File: src/rtl/udp_rx_unpacker.sv
// udp_rx_unpacker: gathers a UDP payload byte stream into one left-aligned word handed off by valid/ready
module udp_rx_unpacker #(
    parameter int MAX_BYTES = 120
) (
    input  logic                   rgmii_clk,
    input  logic                   rstn,
    input  logic                   udp_rec_data_valid,
    input  logic [7:0]             udp_rec_rdata,
    input  logic [15:0]            udp_rec_data_length,
    output logic                   rx_data_valid,
    input  logic                   rx_data_ready,
    output logic [MAX_BYTES*8-1:0] rx_data,
    output logic [15:0]            rx_data_length,
    output logic                   rx_truncated,
    output logic                   rx_len_err,
    output logic [15:0]            rx_drop_cnt
);
    localparam int IW = $clog2(MAX_BYTES);
    typedef enum logic [2:0] {IDLE, COLLECT, HOLD, HOLD_DISC, DISC} state_t;
    state_t      state;
    logic        dv_d;
    logic        start;
    logic        capture;
    logic [15:0] cnt;
    logic [15:0] len_lat;
    logic [7:0]  mem [MAX_BYTES];
    assign start   = udp_rec_data_valid & ~dv_d;
    assign capture = start & ((state == IDLE) | ((state == HOLD) & rx_data_ready));
    for (genvar g = 0; g < MAX_BYTES; g++) begin : g_out
        assign rx_data[MAX_BYTES*8-1-8*g -: 8] = mem[g];
    end
    always_ff @(posedge rgmii_clk) begin
        if (!rstn) begin
            state          <= IDLE;
            dv_d           <= 1'b1;
            cnt            <= '0;
            len_lat        <= '0;
            mem            <= '{default: 8'h00};
            rx_data_valid  <= 1'b0;
            rx_data_length <= '0;
            rx_truncated   <= 1'b0;
            rx_len_err     <= 1'b0;
            rx_drop_cnt    <= '0;
        end else begin
            dv_d <= udp_rec_data_valid;
            if (capture) begin
                state         <= COLLECT;
                rx_data_valid <= 1'b0;
                mem           <= '{default: 8'h00};
                mem[0]        <= udp_rec_rdata;
                cnt           <= 16'd1;
                len_lat       <= udp_rec_data_length;
            end else begin
                case (state)
                    COLLECT: begin
                        if (udp_rec_data_valid) begin
                            if (cnt < 16'(MAX_BYTES)) mem[cnt[IW-1:0]] <= udp_rec_rdata;
                            cnt <= cnt + 16'(cnt != 16'hFFFF);
                        end else begin
                            state          <= HOLD;
                            rx_data_valid  <= 1'b1;
                            rx_data_length <= cnt;
                            rx_truncated   <= cnt > 16'(MAX_BYTES);
                            rx_len_err     <= cnt != len_lat;
                        end
                    end
                    HOLD: begin
                        if (rx_data_ready) begin
                            state         <= IDLE;
                            rx_data_valid <= 1'b0;
                        end else if (start) begin
                            state <= HOLD_DISC;
                        end
                    end
                    HOLD_DISC: begin
                        if (rx_data_ready & udp_rec_data_valid) begin
                            state         <= DISC;
                            rx_data_valid <= 1'b0;
                        end else if (!udp_rec_data_valid) begin
                            state         <= rx_data_ready ? IDLE : HOLD;
                            rx_data_valid <= ~rx_data_ready;
                            rx_drop_cnt   <= rx_drop_cnt + 16'd1;
                        end
                    end
                    DISC: begin
                        if (!udp_rec_data_valid) begin
                            state       <= IDLE;
                            rx_drop_cnt <= rx_drop_cnt + 16'd1;
                        end
                    end
                    default: state <= IDLE;
                endcase
            end
        end
    end
endmodule

File: config.mk
export PLATFORM = sky130hd
export DESIGN_NAME = udp_rx_unpacker
export DESIGN_NICKNAME = d
export VERILOG_FILES = /design/src/rtl/udp_rx_unpacker.sv
export SDC_FILE = /design/constraint.sdc
export NUM_CORES = 2
export LEC_CHECK = 0
export CAP_MARGIN = 10
export CORE_AREA = 2 2 402 404
export CTS_CLUSTER_DIAMETER = 60
export DETAILED_ROUTE_END_ITERATION = 7
export DIE_AREA = 0 0 404 406
export MAX_ROUTING_LAYER = met4
export PLACE_DENSITY = 0.56
export SYNTH_ARGS = -nofsm -noshare
export SYNTH_HDL_FRONTEND = slang
export SYNTH_SLANG_ARGS = --single-unit
File: constraint.sdc
create_clock -name rgmii_clk -period 2.7 [get_ports rgmii_clk]
set_clock_uncertainty 0.05 [all_clocks]
set_input_delay 0.27 -clock rgmii_clk [delete_from_list [all_inputs] [get_ports rgmii_clk]]
set_output_delay 0.27 -clock rgmii_clk [all_outputs]
set_load 0.05 [all_outputs]
==> metrics.md <==
| Metric | Value |
|---|---|
| Fraction of layout cells with a size suffix above 1 | 13.81% |
| Combinational power share | 4.5% |
| Met2 Track Usage GR | 32.35% |
| Routed vias/inst | 4.419 |
| Clock share of power | 49.4% |
| R2R depth | 5 |
| Port bufs | 1022 |
| Clock root buffer | clkbuf_16 |
| Fin crit period | 2.608 ns |
| Post-layout nets | 4923 |
| Fmax achieved | 383.4 MHz |
| Clk_lat worst skew | 0.73 ns |
| Bufs on Longest Clock Path | 3 |
| WHS Path Cells | 3 |
| Crit-path max FO | 12 |
| Worst R2R Setup Slack | 0.09 ns |
| Non-Filler Instances | 7076 |
| Slew Limit Headroom | 34.59% |
| Worst Min Path Start | udp_rec_data_length[15] |
| Critical path required time | 3.30 ns |
| Syn_nets | 3721 |
| Slew Viols, Final | 0 |
| Post-route cell area | 0.05867 mm2 |
| Initial Util | 24.18% |
| Flop pwr share | 46.1% |
| Lkg Pwr | 27.32 nW |
| Syn Inst Count | 3690 |
| Post-Syn Area | 0.03860 mm2 |
| Die Ht | 406 um |
| Most common cell after layout, fill and taps aside | dfxtp_1 |
| Routed Antenna Nets | 0 |
| Worst vdd ir | 574.5 uV |
| Placed insts | 6857 |
| Die X | 404 um |
| Final Hold Viols | 0 |
| Measured slew at the worst slew-check pin | 0.9812 ns |
| Startpoint types | flip-flop |
| # clock sinks | 1031 |
| Final Setup Violations | 0 |
| CTS tree | yes |
| Global-route wire length before repair | 231900 um |
| CTS Buf Count | 118 |
| Congestion Overflow GR | 0 |
| CTS clock-pin slew for the worst setup and hold paths | 0.06 ns |
| Net Sw Frac | 23.65% |
| Area Growth Syn to Fin | 51.98% |
| Largest net degree at the start of global routing | 72 |
| Outcome | finished, final reports clean |
| Design Power | 0.03306 W |
| Post-synth EDFFs | 0 |
| Top FF cell, synth | dfxtp_1 |
| Sequential area share after synthesis | 53.47% |
| Max Cap Viol | 0 |
| TritonRoute pass-1 iters | 5 |
| Flop and latch count out of synthesis | 1031 |
| IO Pins | 1023 |
| Layer with the highest usage | met2 |
| Most frequent cells in the layout | 1030 x dfxtp_1, 1023 x nand2_1, 1012 x clkdlybuf4s50_1, 982 x mux2i_1, 194 x buf_4 |
| GR Util met3 | 5.065% |
| FFs w/ async S/R, synth | 0% |
| CP Class | reg2reg |
| Synth top area share | 53.47% |
| Area leader, netlist | dfxtp_1 |
| Pint | 0.02524 W |
| Endpoint class of the critical path | flip-flop |
| Crit share post-route | 96.59% |
| Met1 global-route usage | 23.75% |
| Final wirelength | 167900 um |
| Psw | 0.007818 W |
| Critical Path Start | cnt[11] |
| WHS Endpoint | len_lat[15] |
| Gr usage total | 20.21% |
| Syn_area_per_cell | 10.46 um2 |
| Pwr/cell area | 563.5 mW/mm2 |
| Synth Warn # | 0 |
| Top post-synthesis cells by area | dfxtp_1 53%, mux2i_1 25%, nand2_1 10%, clkbuf_1 2.1%, nand3_2 1.8% |
| CP Data Arrival Time | 3.21 ns |
| # rows | 147 |
| Core Footprint | 0.1596 mm2 |
| Hold WC Path Type | in2reg |
| RSZ-0062 raised after global routing | false |
| Setup bufs post-CTS | 0 |
| Routed via count | 31270 |
| DRC | 0 |
| DP Wirelength | 125100 um |
| Initial antenna violation count | 21 |
| Setup TNS | 0 ns |
| Count of different cell masters after synthesis | 53 |
| Vias in the first global route | 31040 |
| Iteration-0 DRC Markers | 1601 |
| Die area | 0.1640 mm2 |
| Reg2reg end | rx_data[281] |
| Htree depth | 3 |
| Wire per inst | 23.72 um |
| Final RePlAce weighted congestion | 0.8538 |
| Placed cell area | 0.05467 mm2 |
| Worst reg2reg path startpoint | cnt[11] |
[timing repair]
item,CTS,global route
hold buffers,1,0
resized for setup,0,0
endpoints found under the setup margin,0,10
hold endpoints to repair,2,0
[stage by stage]
stage	worst slack, ns	util [%]	hold WS, ns
2_1_floorplan	0.08340	-	0.3170
3_3_place_gp	0.06054	34.24	0.3936
3_5_place_dp	0.06436	34.24	0.3999
4_1_cts	0.04385	36.73	0.01349
5_1_grt	0.03821	36.75	0.07534
6_report	0.09195	36.75	0.1036
[per-layer routing]
layer  up-vias  wire length (um)
met5         -                 0
met4         0              8036
met3       310             10680
met2       943             79200
met1     15240             69950
li1      14770                 -
[synthesized netlist by cell type, types with 7 or more instances]
cell / count
nor4_4: 9
nand4_1: 12
buf_2: 15
xor2_1: 7
buf_1: 13
mux2i_1: 982
buf_6: 14
o31ai_1: 9
xnor2_1: 21
dfxtp_1: 1031
nor2_1: 43
o21ai_0: 7
inv_1: 13
nand3_1: 22
nand2b_1: 11
or4_1: 9
nand2_1: 1031
clkbuf_1: 219
nand4_2: 32
clkbuf_8: 14
nand3_4: 7
nand3_2: 68
a21oi_1: 36
[state kept, by name (all words and copies together) (netlist names)]
register        cells
rx_data           960
cnt                16
len_lat            16
rx_data_length     16
rx_drop_cnt        16
state               3
dv_d                1
rx_data_valid       1
rx_len_err          1
rx_truncated        1
[worst max path at each step]
stage	to	slack, ns	cells after the start
global route	rx_data[286]	0.04	5
floorplan	cnt[12]	0.08	12
CTS	rx_data[281]	0.04	6
global placement	rx_data[303]	0.06	7
finish	rx_data[281]	0.09	5
detailed placement	rx_data[281]	0.06	6
[critical path, stage by stage, from the launching register on]
cell and delay, ns:
dfxtp_1 0.30, or4_1 0.71, nor4_4 0.59, buf_12 0.23, nand3_2 0.36, mux2i_1 0.28
[power by group through the flow]
stage	clock (W)	sequential, W	combinational, W
detailed placement	0	0.0156	0.00151
finish	0.0163	0.0152	0.00149
global placement	0	0.0156	0.00152
floorplan	0	0.0156	0.000630
CTS	0.0168	0.0152	0.00152
global route	0.0174	0.0152	0.00158
[cells by family after synthesis]
logic type / synth area share (%)
simple gates: 15.74
flops: 53.47
mux: 25.47
buf+inv: 3.611
compound gates: 0.9757
xor+xnor: 0.6353
fa+ha+maj: 0.09726
[area by class of cell]
type                    count  area, um2
well taps                2086       2610
clock inverters            39      534.3
flip-flops and latches   1031      20640
clock buffers             171       3433
diodes                      8      20.02
inverters                  14      52.55
repair buffers           1361      14660
fillers                 15860     101000
multi-input cells        2366      16710
Note: power is estimated with default switching activity, not from simulation.
